## config.mk

```make
export PLATFORM = sky130hd
export DESIGN_NAME = tile_fetch_sched_flat
export DESIGN_NICKNAME = d
export VERILOG_FILES = /design/src/rtl/tile_pkg.sv /design/src/rtl/tile_fetch_sched_if.sv /design/src/rtl/tile_line_buf.sv /design/src/rtl/tile_fetch_sched.sv /design/src/flat_wrapper.sv
export SDC_FILE = /design/constraint.sdc
export NUM_CORES = 1
export LEC_CHECK = 0
export ABC_CLOCK_PERIOD_IN_PS = 6500
export BUFFER_PORTS_ARGS = -buffer_cell sky130_fd_sc_hd__buf_2
export CAP_MARGIN = 0
export CORE_ASPECT_RATIO = 1.25
export CORE_MARGIN = 2
export CORE_UTILIZATION = 25
export CTS_CLUSTER_SIZE = 16
export DETAILED_ROUTE_END_ITERATION = 7
export PLACE_DENSITY_LB_ADDON = 0.08
export SETUP_SLACK_MARGIN = 0.05
export SYNTH_ARGS = -nofsm -noshare
export SYNTH_HDL_FRONTEND = slang
export SYNTH_SLANG_ARGS = --single-unit
```

## constraint.sdc

```tcl
create_clock -name Clk -period 6.5 [get_ports Clk]
set_input_delay 0.65 -clock Clk [delete_from_list [all_inputs] [get_ports Clk]]
set_output_delay 0.65 -clock Clk [all_outputs]
set_load 0.01 [all_outputs]
```

## src/rtl/tile_pkg.sv

```systemverilog
// Shared constants, tile ids and types for the scanline tile fetch scheduler.
package tile_pkg;
  localparam int TILE_PX   = 16;
  localparam int MAP_COLS  = 40;
  localparam int MAP_ROWS  = 30;
  localparam int TILE_ID_W = 4;
  localparam int MAP_AW    = 11;

  localparam logic [9:0] VIS_LINES  = 10'(MAP_ROWS * TILE_PX);
  localparam logic [9:0] VIS_PIXELS = 10'(MAP_COLS * TILE_PX);
  localparam logic [5:0] LAST_COL   = 6'(MAP_COLS - 1);

  localparam logic [TILE_ID_W-1:0] FLOOR       = 4'd0;
  localparam logic [TILE_ID_W-1:0] WALL        = 4'd1;
  localparam logic [TILE_ID_W-1:0] RED_DOOR    = 4'd2;
  localparam logic [TILE_ID_W-1:0] BLUE_DOOR   = 4'd3;
  localparam logic [TILE_ID_W-1:0] LAVA        = 4'd4;
  localparam logic [TILE_ID_W-1:0] WATER       = 4'd5;
  localparam logic [TILE_ID_W-1:0] PLATE       = 4'd6;
  localparam logic [TILE_ID_W-1:0] PUZZLE_DOOR = 4'd7;
  localparam logic [TILE_ID_W-1:0] BG          = 4'd8;

  typedef enum logic [1:0] {IDLE, FETCH, DRAIN} state_t;

  typedef struct packed {
    logic [TILE_ID_W-1:0] id;
    logic [7:0]           row;
  } lbuf_entry_t;

  // r*40 as (r<<5)+(r<<3) so no multiplier is inferred.
  function automatic logic [MAP_AW-1:0] map_row_base(input logic [4:0] r);
    return ({6'd0, r} << 5) + ({6'd0, r} << 3);
  endfunction

  function automatic logic is_anim_tile(input logic [TILE_ID_W-1:0] id);
    return (id == LAVA) || (id == WATER);
  endfunction
endpackage

```

## src/rtl/tile_fetch_sched_if.sv

```systemverilog
// Tile-map RAM and tile ROM port bundle driven by the fetch scheduler.
interface tile_fetch_sched_if;
  import tile_pkg::*;

  logic [MAP_AW-1:0]    map_addr;
  logic [TILE_ID_W-1:0] map_data;
  logic [7:0]           rom_addr;
  logic [7:0]           rom_data;

  // Map RAM returns map_data one cycle after map_addr; ROM is combinational.
  modport master (output map_addr, rom_addr, input map_data, rom_data);
  modport slave  (input map_addr, rom_addr, output map_data, rom_data);
endinterface

```

## src/rtl/tile_line_buf.sv

```systemverilog
// Two-bank x 40-entry line buffer: one synchronous write port, one registered
// pixel/id read port; contents cleared synchronously on Reset.
module tile_line_buf
  import tile_pkg::*;
(
  input  logic                 Clk,
  input  logic                 Reset,
  input  logic                 i_wr_en,
  input  logic                 i_wr_bank,
  input  logic [5:0]           i_wr_col,
  input  lbuf_entry_t          i_wr_data,
  input  logic                 i_rd_en,
  input  logic                 i_rd_bank,
  input  logic [5:0]           i_rd_col,
  input  logic [2:0]           i_rd_bit,
  output logic                 o_rd_pix,
  output logic [TILE_ID_W-1:0] o_rd_id
);
  lbuf_entry_t r_mem [2][MAP_COLS];
  lbuf_entry_t w_rd_entry;

  assign w_rd_entry = r_mem[i_rd_bank][i_rd_col];

  always_ff @(posedge Clk) begin
    if (Reset) begin
      for (int b = 0; b < 2; b++) begin
        for (int c = 0; c < MAP_COLS; c++) begin
          r_mem[b][c] <= '0;
        end
      end
      o_rd_pix <= 1'b0;
      o_rd_id  <= '0;
    end else begin
      if (i_wr_en) begin
        r_mem[i_wr_bank][i_wr_col] <= i_wr_data;
      end
      if (i_rd_en) begin
        o_rd_pix <= w_rd_entry.row[i_rd_bit];
        o_rd_id  <= w_rd_entry.id;
      end else begin
        o_rd_pix <= 1'b0;
        o_rd_id  <= '0;
      end
    end
  end
endmodule

```

## src/rtl/tile_fetch_sched.sv

```systemverilog
// Scanline tile fetch scheduler: fills the hidden line-buffer bank during hblank and
// serves pixel bits from the visible bank. TILE_FETCH_ANIM_EN enables lava/water row scrolling.
module tile_fetch_sched
  import tile_pkg::*;
(
  input  logic                 Clk,
  input  logic                 Reset,
  input  logic                 line_start,
  input  logic [9:0]           line_y,
  tile_fetch_sched_if.master   mem,
  input  logic [9:0]           DrawX,
  output logic                 pix_on,
  output logic [TILE_ID_W-1:0] pix_tile,
  output logic                 busy,
  output logic                 overrun,
  output state_t               o_dbg_state
);
  state_t            r_state;
  logic              r_busy;
  logic              r_overrun;
  logic              r_disp_bank;
  logic [3:0]        r_row;
  logic [MAP_AW-1:0] r_map_base;
  logic [5:0]        r_col;
  logic [5:0]        r_wcol;
  logic              r_pend;

  logic [3:0]        w_row_eff;
  logic              w_abort;
  logic              w_wr_en;
  logic              w_rd_en;
  logic [2:0]        w_rd_bit;
  lbuf_entry_t       w_wr_data;

`ifdef TILE_FETCH_ANIM_EN
  logic [5:0] r_frame_cnt;

  always_ff @(posedge Clk) begin
    if (Reset) begin
      r_frame_cnt <= '0;
    end else if (line_start && (line_y == 10'd0)) begin
      r_frame_cnt <= r_frame_cnt + 6'd1;
    end
  end

  assign w_row_eff = is_anim_tile(mem.map_data) ? (r_row + {1'b0, r_frame_cnt[5:3]}) : r_row;
`else
  assign w_row_eff = r_row;
`endif

  // r_pend marks a column whose tile id is on map_data this cycle and is written now.
  assign w_abort      = line_start && (r_state == FETCH);
  assign w_wr_en      = r_pend && !w_abort;
  assign w_wr_data    = {mem.map_data, mem.rom_data};
  assign mem.map_addr = (r_state == FETCH) ? (r_map_base + {5'd0, r_col}) : '0;
  assign mem.rom_addr = r_pend ? {mem.map_data, w_row_eff} : '0;

  always_ff @(posedge Clk) begin
    if (Reset) begin
      r_state     <= IDLE;
      r_busy      <= 1'b0;
      r_overrun   <= 1'b0;
      r_disp_bank <= 1'b0;
      r_row       <= '0;
      r_map_base  <= '0;
      r_col       <= '0;
      r_wcol      <= '0;
      r_pend      <= 1'b0;
    end else if (line_start) begin
      // A line_start during DRAIN still lets the column-39 write land (w_wr_en).
      r_disp_bank <= ~r_disp_bank;
      r_pend      <= 1'b0;
      r_col       <= '0;
      if (r_state == FETCH) begin
        r_overrun <= 1'b1;
      end
      if (line_y < VIS_LINES) begin
        r_row      <= line_y[3:0];
        r_map_base <= map_row_base(line_y[8:4]);
        r_state    <= FETCH;
        r_busy     <= 1'b1;
      end else begin
        r_state <= IDLE;
        r_busy  <= 1'b0;
      end
    end else begin
      case (r_state)
        FETCH: begin
          r_pend <= 1'b1;
          r_wcol <= r_col;
          if (r_col == LAST_COL) begin
            r_state <= DRAIN;
          end else begin
            r_col <= r_col + 6'd1;
          end
        end
        DRAIN: begin
          r_pend  <= 1'b0;
          r_state <= IDLE;
          r_busy  <= 1'b0;
        end
        default: begin
          r_pend <= 1'b0;
        end
      endcase
    end
  end

  // Each ROM bit spans two pixels, MSB leftmost: bit = 7 - DrawX[3:1].
  assign w_rd_en  = DrawX < VIS_PIXELS;
  assign w_rd_bit = 3'((4'd15 - DrawX[3:0]) >> 1);

  tile_line_buf u_line_buf (
    .Clk       (Clk),
    .Reset     (Reset),
    .i_wr_en   (w_wr_en),
    .i_wr_bank (~r_disp_bank),
    .i_wr_col  (r_wcol),
    .i_wr_data (w_wr_data),
    .i_rd_en   (w_rd_en),
    .i_rd_bank (r_disp_bank),
    .i_rd_col  (DrawX[9:4]),
    .i_rd_bit  (w_rd_bit),
    .o_rd_pix  (pix_on),
    .o_rd_id   (pix_tile)
  );

  assign busy        = r_busy;
  assign overrun     = r_overrun;
  assign o_dbg_state = r_state;
endmodule

```

## src/flat_wrapper.sv

```systemverilog
// flat-port wrapper written by rule: the top's interface ports become plain ports
module tile_fetch_sched_flat import tile_pkg::*;
  (Clk, Reset, line_start, line_y, DrawX, pix_on, pix_tile, busy, overrun, o_dbg_state, mem_map_addr, mem_rom_addr, mem_map_data, mem_rom_data);
  tile_fetch_sched_if mem_i ();
  input  logic Clk;
  input  logic Reset;
  input  logic line_start;
  input  logic [9:0] line_y;
  input  logic [9:0] DrawX;
  output logic pix_on;
  output logic [TILE_ID_W-1:0] pix_tile;
  output logic busy;
  output logic overrun;
  output state_t o_dbg_state;
  output wire logic [$bits(mem_i.map_addr)-1:0] mem_map_addr;
  output wire logic [$bits(mem_i.rom_addr)-1:0] mem_rom_addr;
  input wire logic [$bits(mem_i.map_data)-1:0] mem_map_data;
  input wire logic [$bits(mem_i.rom_data)-1:0] mem_rom_data;
  assign mem_map_addr = mem_i.map_addr;
  assign mem_rom_addr = mem_i.rom_addr;
  assign mem_i.map_data = mem_map_data;
  assign mem_i.rom_data = mem_rom_data;
  tile_fetch_sched u_core (.Clk(Clk), .Reset(Reset), .line_start(line_start), .line_y(line_y), .mem(mem_i), .DrawX(DrawX), .pix_on(pix_on), .pix_tile(pix_tile), .busy(busy), .overrun(overrun), .o_dbg_state(o_dbg_state));
endmodule
```

==> results of run 1 <==
==> sequential cells by signal, summed over array words and instances (netlist names), named ones only <==
signal                      cells
u_core.busy                     1
u_core.o_dbg_state              2
u_core.overrun                  1
u_core.r_col                    6
u_core.r_disp_bank              1
u_core.r_map_base               8
u_core.r_pend                   1
u_core.r_row                    4
u_core.r_wcol                   6
u_core.u_line_buf.o_rd_id       4
u_core.u_line_buf.o_rd_pix      1
u_core.u_line_buf.r_mem       960
==> layout make-up <==
type | instances | area (µm²)
Multi-Input combinational cell | 1440 | 11780
Sequential cell | 996 | 29550
Inverter | 15 | 56.30
Fill cell | 16720 | 118900
Antenna cell | 7 | 17.52
Timing Repair Buffer | 178 | 1246
Clock inverter | 61 | 484.2
Tap cell | 2210 | 2765
Clock buffer | 144 | 3122
==> worst min path at each step <==
stage / endpoint / start / cells after the start / slack (ns)
final: u_core.r_row[0] / line_y[0] / 3 / 0.16
after global routing: u_core.r_row[1] / line_y[1] / 3 / 0.15
after CTS: u_core.r_row[0] / line_y[0] / 3 / 0.09
after detailed placement: u_core.r_map_base[3] / u_core.r_map_base[3] / 2 / 0.45
after global placement: u_core.r_row[2] / u_core.r_row[2] / 2 / 0.45
after floorplan: u_core.r_row[0] / u_core.r_row[0] / 2 / 0.43
==> critical path: stages, from the launching register on <==
cell and delay, ns:
dfxtp_1 0.86, and3b_1 0.82, nand2_1 0.19, nor3_1 0.50, nand3_4 0.58, o21bai_1 0.96
buf_4 0.33
==> per-layer routing <==
layer,global-route usage (%),up-vias,routed length [µm]
met4,5.596,8,4364
met1,25.25,13520,70220
li1,-,10340,-
met5,0,-,59
met3,2.572,172,7443
met2,33.65,761,85910
==> per-stage QoR <==
stage                     cells  hold WS [ns]  utilization (%)  worst slack (ns)
after floorplan            2638        0.4317                -             3.646
after global placement     4839        0.4521            27.03             1.849
after detailed placement   4839        0.4536            27.03             1.886
after CTS                  5044       0.09361            29.18             1.902
after global routing       5045        0.1469            29.18             1.807
final                      5051        0.1621            29.19             1.929
==> where the power goes <==
part           internal [mW]  total (mW)  switching (mW)
clock network           3.65        6.34            2.70
logic                  0.423        1.19           0.769
registers               7.24        7.33          0.0931
==> cell usage in the layout, fill, tap and decap left out, types with 5 or more instances in the layout <==
cell       Yosys  final
nand2b_1       9      9
dfxtp_1       36     34
nand3_1       14     13
a211oi_1       9      9
buf_2         33     59
o22ai_1       13     13
inv_4          0      5
clkbuf_1     110     20
mux2i_1       50     50
mux4_2       238    238
mux2_2        17     17
a21o_1        17     17
edfxtp_1     960    960
nor4_1         7      6
clkinv_2       0     17
and2_1        42     43
clkbuf_8       0      5
nor3_1        18     18
a221oi_1       6      6
xor2_1         6      6
clkinv_1       1     27
a21oi_1       49     49
nand2_1      184    182
and3_2         0     11
nor2b_1       21     20
bufinv_16      0      7
diode_2        0      7
nor2_1       528    527
o21ai_0       26     26
clkbuf_16      0    119
a22oi_1       25     25
o21bai_1      35     32
a31o_2        28     28
a221oi_2       6      6
ha_1           7      7
inv_1         13     13
xnor2_1        6      6
buf_4         19    114
==> cells in the mapped netlist, types with 4 or more instances <==
library cell / number
inv_1: 13
nand2b_1: 9
a221oi_2: 6
xor2_1: 6
nand3b_1: 4
o22ai_1: 13
nor3b_1: 6
nor4_1: 7
mux4_2: 238
clkbuf_1: 110
nand3_1: 14
or2_2: 4
buf_1: 5
nand2_1: 184
ha_1: 7
a221oi_1: 6
a22oi_1: 25
xnor2_1: 6
a31o_2: 28
a21o_1: 17
buf_2: 33
nor3_1: 18
buf_6: 12
buf_4: 19
and3_1: 16
mux2i_1: 50
a21oi_1: 49
nor2b_1: 21
a2111oi_0: 4
buf_12: 5
dfxtp_1: 36
mux2_2: 17
o21ai_0: 26
edfxtp_1: 960
o21bai_1: 35
and2_1: 42
nor2_1: 528
a211oi_1: 9
==> cells by family (layout without fill, tap and decap cells) <==
kind of cell	after synthesis	in the layout	share of synthesized area [%]
XOR/XNOR	12	12	0.2482
other	0	7	0
multiplexers	306	306	14.36
AND/OR/NAND/NOR	866	866	8.591
flip-flops	996	996	69.79
adder cells (fa/ha/maj)	9	9	0.3014
AO/OA/AOI/OAI	247	247	4.173
buffers and inverters	202	398	2.541
==> results.yml, run 1 <==
yosys:
  synth_cells: 2638
  synth_area_leaders: "edfxtp_1 (68%), mux4_2 (13%), nor2_1 (4.7%)"
  synth_top_area_share_pct: 68.09
  synth-edff-count: 960
  syn-num-nets: 2682
  synth-seq-area-share_pct: 69.79
  ys_types: 68
  async_reset_ff_share_pct: 0
  syn_avg_cell_area_um2: 16.05
  synth_flop_cell: "edfxtp_1"
  synth_top_area_cell: "edfxtp_1"
  yosys_warnings: 0
  synth_area_um2: 42340
  synth-seq-cells: 996
layout:
  area_delta_synth_final_pct: 15.80
  nets: 2786
  final_area_um2: 49030
  drive_gt1_share_pct: 23.29
critical_path:
  ff2ff_path_depth: 6
  worstSetupEndpointType: "register"
  timing.rr.end: "u_core.u_line_buf.r_mem[0][312]"
  crit_type: "reg2reg"
  startpoint: "u_core.r_pend"
  crit_path_end: "u_core.u_line_buf.r_mem[0][312]"
  arrival_ns: 5.00
  r2r_setup_slack_ns: 1.93
  rr_startpoint: "u_core.r_pend"
  crit_fanout: 27
  required_ns: 6.93
  cp-start-kind: "register"
floorplan:
  fp-row-count: 168
  die_area_um2: 172700
  io_pins: 63
  die_w_um: 372.1
  core_um2: 168000
  start_util_pct: 25.21
  die_h_um: 464.1
sta:
  slew_viol_final: 0
  skew_ns: 0.02676
  setup_viol: 0
  finalHoldViolations: 0
  max_slew_margin_pct: 18.49
  tns_ns: 0
  fin_crit_sh_pct: 70.33
  fmax_ghz: 0.2188
  final.min_clock_period_ns: 4.571
  rsz0062_at_grt: "no"
  worst_pin_slew_ns: 1.207
grt:
  grt_pass1_wl_mm: 229.1
  grt_pass1_vias: 25990
  grt_usage_pct: 19.45
  grt_max_degree: 60
  grt.overflow.total: 0
  antenna_found_initial: 14
detailed_routing:
  drc_errors: 0
  dr.pass1.iters: 5
  drt-vias-per-instance: 4.911
  vias: 24810
  routed_wl_mm: 168.0
  antenna_left: 0
  drt_iter0_markers: 2294
  wl_per_cell_um: 33.26
placed_design:
  place.port_buffers: 61
  hpwl_mm: 110.5
  place.gp.congestion: 0.8461
  place_area_um2: 45400
clock_tree:
  clkSlewWorstSetupHoldPaths_ns: 0.06
  cts.path.max_buffers: 3
  clock_sinks: 996
  numCtsBuffers: 111
  post_cts_buffers: 0
  cts_tree: "done"
  htree_levels: 3
  cts-root-buf: "clkbuf_16"
  clock_latency_ns: 0.74
  hold_buffers: 0
  cts_resized: 0
outcome:
  outcome: "complete, no violations"
pwr:
  vdd_drop_max_v: 0.0001977
  power_density_nw_per_um2: 303.2
  cellLeakagePower_nw: 16.13
  p_total_mw: 14.86
min_path:
  hold_class: "in2reg"
run:
  cap_violations: 0
Note: power is estimated with default switching activity, not from simulation.
==> run 2, diff against run 1 <==
--- a/config.mk
+++ b/config.mk
@@ -5,7 +5,8 @@
 export SDC_FILE = /design/constraint.sdc
 export NUM_CORES = 1
 export LEC_CHECK = 0
-export ABC_CLOCK_PERIOD_IN_PS = 6500
+export ABC_AREA = 1
+export ABC_CLOCK_PERIOD_IN_PS = 4200
 export BUFFER_PORTS_ARGS = -buffer_cell sky130_fd_sc_hd__buf_2
 export CAP_MARGIN = 0
 export CORE_ASPECT_RATIO = 1.25
==> constraint.sdc (replaced) <==
create_clock -name Clk -period 4.2 [get_ports Clk]
set_input_delay 0.42 -clock Clk [delete_from_list [all_inputs] [get_ports Clk]]
set_output_delay 0.42 -clock Clk [all_outputs]
set_load 0.01 [all_outputs]
==> run 2 against run 1 <==
Global-route usage fell by 0.84 points; count of clock-buffer cells in the layout did not move; setup slack got worse by 1.4 ns; critical endpoint is now u_core.u_line_buf.r_mem[1][35]; largest power group unchanged; highest routed layer is now met4.
==> results.yml, run 2 <==
outcome:
  outcome: "complete, no violations"
pwr:
  vdd_drop_max_v: 0.0002921
  switching_share_pct: 25.49
  p_switching_mw: 5.825
  p_comb_share_pct: 9.1
  power.share.clock_pct: 40.9
  seqPwrFrac_pct: 50.0
  p_total_mw: 22.85
  power_density_nw_per_um2: 451.6
  internal_power_mw: 17.03
  cellLeakagePower_nw: 19.02
critical_path:
  critPathSlowestCell: "nor2_4"
  crit_top_cell: "nand2_1"
  cp_num_cells: 11
  cp-start-kind: "register"
  arrival_ns: 4.11
  ff2ff_path_depth: 11
  worstSetupEndpointType: "register"
  crit_type: "reg2reg"
  slowest_delay_ns: 0.68
  critPathTopFamily: "simple AND/OR/NAND/NOR gates"
  required_ns: 4.68
  cp_cell_sequence: "nand3_2, inv_4, nand2_1, nor2_1, nor4_1, nand2_1, nor2_2, nand2_2, inv_2, nor2_4, buf_4"
  crit_buf_inv: 3
  crit_fanout: 21
clock_tree:
  clock_latency_ns: 0.73
  cts.path.max_buffers: 3
  numCtsBuffers: 108
  clkSlewWorstSetupHoldPaths_ns: 0.06
  cts_tree: "done"
  htree_levels: 3
  cts-root-buf: "clkbuf_16"
  clock_sinks: 996
sta:
  skew_ns: 0.02196
  worst_pin_slew_ns: 1.041
  slew_viol_final: 0
  setup_viol: 0
  tns_ns: 0
  finalHoldViolations: 0
  max_slew_margin_pct: 30.57
  fmax_ghz: 0.2754
  final.min_clock_period_ns: 3.631
  rsz0062_at_grt: "no"
  fin_hold_ws_ns: 0.08139
  fin_crit_sh_pct: 86.45
detailed_routing:
  drt-vias-per-instance: 4.649
  wl_per_cell_um: 25.29
  drt_iter0_markers: 2066
  drc_errors: 0
  dr.pass1.iters: 5
  routed_wl_mm: 167.3
  antenna_left: 0
  vias: 30740
run:
  cap_violations: 0
grt:
  grt_max_degree: 137
  grt.overflow.total: 0
  antenna_found_initial: 5
  grt_pass1_wl_mm: 236.4
  grt_pass1_vias: 30480
  grt_usage_pct: 18.61
yosys:
  async_reset_ff_share_pct: 0
  synth-seq-area-share_pct: 67.73
  post-synth-top-count-cell: "nor2_1"
  syn-num-nets: 4196
  synth_area_um2: 43630
  synthTopCellsByCount: "nor2_1 (976), edfxtp_1 (960), nand2_1 (708)"
  synth_top_area_cell: "edfxtp_1"
  ys_types: 35
  synth-edff-count: 960
  synth_flop_cell: "edfxtp_1"
  synth_top_area_share_pct: 66.08
  synth_area_leaders: "edfxtp_1 (66%), nor2_1 (8.4%), nand2_1 (6.1%)"
  synth_cells: 4152
  yosys_warnings: 0
  synth-seq-cells: 996
  syn_avg_cell_area_um2: 10.51
layout:
  stdcell_count: 6613
  fillers: 18000
  final_area_um2: 50610
  area_delta_synth_final_pct: 16.01
  nets: 4233
  layout_commonest_cell: "nor2_1"
  final_cell_mix: "nor2_1 (964), edfxtp_1 (960), nand2_1 (708)"
  drive_gt1_share_pct: 11.06
  largest_reg_flops: 960
  top_register: "u_core.u_line_buf.r_mem"
  top_regs: "u_core.u_line_buf.r_mem: 960 flops, u_core.r_map_base: 8 flops"
  multi_input_area_um2: 12180
  final-seq-area_um2: 29550
placed_design:
  place.port_buffers: 61
  place.gp.congestion: 0.8196
  hpwl_mm: 99.73
  dp.cells: 6406
  place_area_um2: 47180
floorplan:
  die_w_um: 377.6
  io_pins: 63
  fp-row-count: 171
  die_area_um2: 177900
  die_h_um: 471.1
  start_util_pct: 25.14
  core_um2: 173500
min_path:
  hold_class: "in2reg"
  hold_path_depth: 4
==> run 2: final timing paths <==
path / from / to / slack (ns)
worst max-delay path: u_core.r_pend / u_core.u_line_buf.r_mem[1][35] / 0.57
worst min-delay path: DrawX[3] / u_core.u_line_buf.o_rd_pix / 0.08
worst max register to register: u_core.r_pend / u_core.u_line_buf.r_mem[1][35] / 0.57
worst min register to register: u_core.overrun / u_core.overrun / 0.51
==> run 2: stage by stage <==
stage	worst slack, ns	utilization [%]
floorplan	1.133	-
global placement	0.5812	27.19
detailed placement	0.5868	27.19
CTS	0.5859	29.17
global route	0.3670	29.17
finish	0.5689	29.17
==> run 2: cells by family (layout without fill, tap and decap cells) <==
family	count (synthesis)	in the layout	share of synthesized area, %
buffers and inverters	462	586	4.551
AND/OR/NAND/NOR	2135	2135	20.01
AO/OA/AOI/OAI	547	547	7.356
XOR/XNOR	3	3	0.06024
flip-flops	996	996	67.73
other	0	2	0
adder cells (fa/ha/maj)	9	9	0.2925
==> run 2: worst register-to-register path, delay by kind of cell (launching register included) <==
kind / cells / cell delay [ns]
buffers and inverters: 3 / 0.93
flip-flops: 1 / 0.55
AND/OR/NAND/NOR: 8 / 1.90
==> run 2: power groups by stage <==
stage | clock, mW | combinational [mW] | sequential, mW
after CTS | 9.62 | 2.14 | 11.4
after global routing | 9.95 | 2.27 | 11.5
after global placement | 0 | 2.13 | 11.6
after detailed placement | 0 | 2.13 | 11.6
after floorplan | 0 | 1.15 | 11.6
final | 9.35 | 2.07 | 11.4
==> run 2: final cells by class <==
cell class              count  share of cell area [%]
repair buffers            250                   4.047
multi-input cells        2694                   24.07
clock inverters            53                  0.7416
clock buffers             144                   5.871
flip-flops and latches    996                   58.39
well taps                2335                   5.772
diodes                      2                0.009889
inverters                 139                   1.093
==> run 2: timing repair <==
item                                   in CTS  in global routing
setup buffers                               0                  0
endpoints found under the hold margin       8                  0
resized for setup                           0                  0
hold buffers                                8                  0
==> run 2: per-layer routing <==
metal	track usage, %	routed length, µm	up-vias
met2	31.58	82200	623
met1	24.91	75240	15520
met4	5.863	4659	0
met5	0	0	-
li1	-	-	14420
met3	1.786	5162	180
==> run 3, diff against run 2 <==
--- a/config.mk
+++ b/config.mk
@@ -6,7 +6,7 @@
 export NUM_CORES = 1
 export LEC_CHECK = 0
 export ABC_AREA = 1
-export ABC_CLOCK_PERIOD_IN_PS = 4200
+export ABC_CLOCK_PERIOD_IN_PS = 3700
 export BUFFER_PORTS_ARGS = -buffer_cell sky130_fd_sc_hd__buf_2
 export CAP_MARGIN = 0
 export CORE_ASPECT_RATIO = 1.25
==> constraint.sdc (replaced) <==
create_clock -name Clk -period 3.7 [get_ports Clk]
set_input_delay 0.37 -clock Clk [delete_from_list [all_inputs] [get_ports Clk]]
set_output_delay 0.37 -clock Clk [all_outputs]
set_load 0.01 [all_outputs]
==> run 3 against run 2 <==
Setup slack lost 0.16 ns; largest cell class unchanged; highest routed layer is now met5; wire length grew 4.5%; cell count increased by 1.2%.
==> results.yml, run 3 (synthesis results as in run 2) <==
outcome:
  outcome: "complete, no violations"
placed_design:
  place.port_buffers: 61
  place_area_um2: 47810
  hpwl_mm: 107.1
  place.gp.congestion: 0.7886
  dp_slack_ns: 0.2034
  dp.cells: 6471
critical_path:
  crit_top_cell: "nand2_2"
  cp_cell_sequence: "nor2_4, nand2_2, nand3_2, inv_4, nand2_2, nor2_1, nor4_1, nand2_1, nor2_2, nand2_2, inv_2, nor2_4, buf_4"
  critPathSlowestCell: "nor2_4"
  crit_fanout: 24
  crit_type: "reg2reg"
  cp-start-kind: "register"
  arrival_ns: 3.79
  worstSetupEndpointType: "register"
  required_ns: 4.20
  slowest_delay_ns: 0.72
grt:
  grt.overflow.total: 0
  grt_pass1_wl_mm: 246.4
  antenna_found_initial: 7
  grt_max_degree: 110
  grt_usage_pct: 19.53
  grt_pass1_vias: 31500
sta:
  worst_pin_slew_ns: 1.036
  fmax_ghz: 0.3035
  rsz0062_at_grt: "no"
  finalHoldViolations: 0
  fin_ws_ns: 0.4054
  tns_ns: 0
  slew_viol_final: 0
  skew_ns: 0.01651
  setup_viol: 0
  fin_crit_sh_pct: 89.04
  max_slew_margin_pct: 30.78
  final.min_clock_period_ns: 3.295
  fin_hold_ws_ns: 0.09307
layout:
  largest_reg_flops: 960
  fillers: 18030
  final_area_um2: 51390
  fin_util_pct: 29.62
  final_cell_mix: "nor2_1 (964), edfxtp_1 (960), nand2_1 (708)"
  nets: 4303
  top_regs: "u_core.u_line_buf.r_mem: 960 flops, u_core.r_map_base: 8 flops"
  stdcell_count: 6691
  layout_commonest_cell: "nor2_1"
  area_delta_synth_final_pct: 17.79
  drive_gt1_share_pct: 12.49
  top_register: "u_core.u_line_buf.r_mem"
pwr:
  p_switching_mw: 6.789
  switching_share_pct: 25.80
  p_comb_share_pct: 9.4
  seqPwrFrac_pct: 49.3
  power.share.clock_pct: 41.3
  p_total_mw: 26.32
  vdd_drop_max_v: 0.0003259
  internal_power_mw: 19.53
  cellLeakagePower_nw: 19.44
  power_density_nw_per_um2: 512.1
floorplan:
  die_area_um2: 177900
  fp-row-count: 171
  die_w_um: 377.6
  die_h_um: 471.1
  io_pins: 63
  start_util_pct: 25.14
  core_um2: 173500
clock_tree:
  clock_sinks: 996
  cts.path.max_buffers: 3
  numCtsBuffers: 109
  cts-root-buf: "clkbuf_16"
  htree_levels: 3
  clkSlewWorstSetupHoldPaths_ns: 0.06
  post_cts_buffers: 0
  clock_latency_ns: 0.74
  cts_tree: "done"
detailed_routing:
  vias: 31240
  drt-vias-per-instance: 4.669
  antenna_left: 0
  dr.pass1.iters: 5
  drc_errors: 0
  drt_iter0_markers: 2130
  routed_wl_mm: 174.9
  wl_per_cell_um: 26.13
run:
  cap_violations: 0
min_path:
  hold_class: "in2reg"
## run 3: cell type report
| type | instances | area [µm²] | share of cell area, % |
|---|---|---|---|
| Tap cell | 2335 | 2922 | 5.685 |
| Sequential cell | 996 | 29550 | 57.51 |
| Timing Repair Buffer | 319 | 2718 | 5.288 |
| Antenna cell | 2 | 5.005 | 0.009739 |
| Clock inverter | 68 | 536.8 | 1.045 |
| Inverter | 139 | 556.8 | 1.083 |
| Multi-Input combinational cell | 2694 | 12200 | 23.74 |
| Clock buffer | 138 | 2899 | 5.641 |
## run 3: power by group through the flow
| stage | combinational, mW | clock (mW) | sequential [mW] |
|---|---|---|---|
| after global placement | 2.54 | 0 | 13.2 |
| after CTS | 2.55 | 11.2 | 13.0 |
| after detailed placement | 2.54 | 0 | 13.2 |
| final | 2.48 | 10.9 | 13.0 |
| after floorplan | 1.31 | 0 | 13.2 |
| after global routing | 2.71 | 11.5 | 13.0 |
## run 3: what timing repair did
item | 4_1_cts | 5_1_grt
hold endpoints to repair | 10 | 0
endpoints found under the setup margin | 0 | 261
gates resized for setup | 0 | 4
hold buffers | 12 | 0
## run 3: worst paths after layout
kind / startpoint / cells after the start / endpoint / slack (ns)
setup / recovery: u_core.o_dbg_state[1] / 13 / u_core.u_line_buf.r_mem[1][94] / 0.41
hold / removal: line_y[7] / 4 / u_core.r_map_base[9] / 0.09
setup reg to reg: u_core.o_dbg_state[1] / 13 / u_core.u_line_buf.r_mem[1][94] / 0.41
hold reg to reg: u_core.r_col[0] / 1 / u_core.r_col[0] / 0.50
## run 3: worst max-delay path: cells and delay by family (launching register included)
kind | cells | cell delay, ns
buffers and inverters | 3 | 0.80
DFF | 1 | 0.42
and+or+nand+nor | 10 | 1.83
## run 3: metal layers
layer	global-route usage, %	vias to the layer above	wire [µm]
met2	34.81	574	90020
met5	0	-	11
li1	-	14570	-
met3	1.958	174	5738
met4	5.421	2	4140
met1	24.96	15920	74960
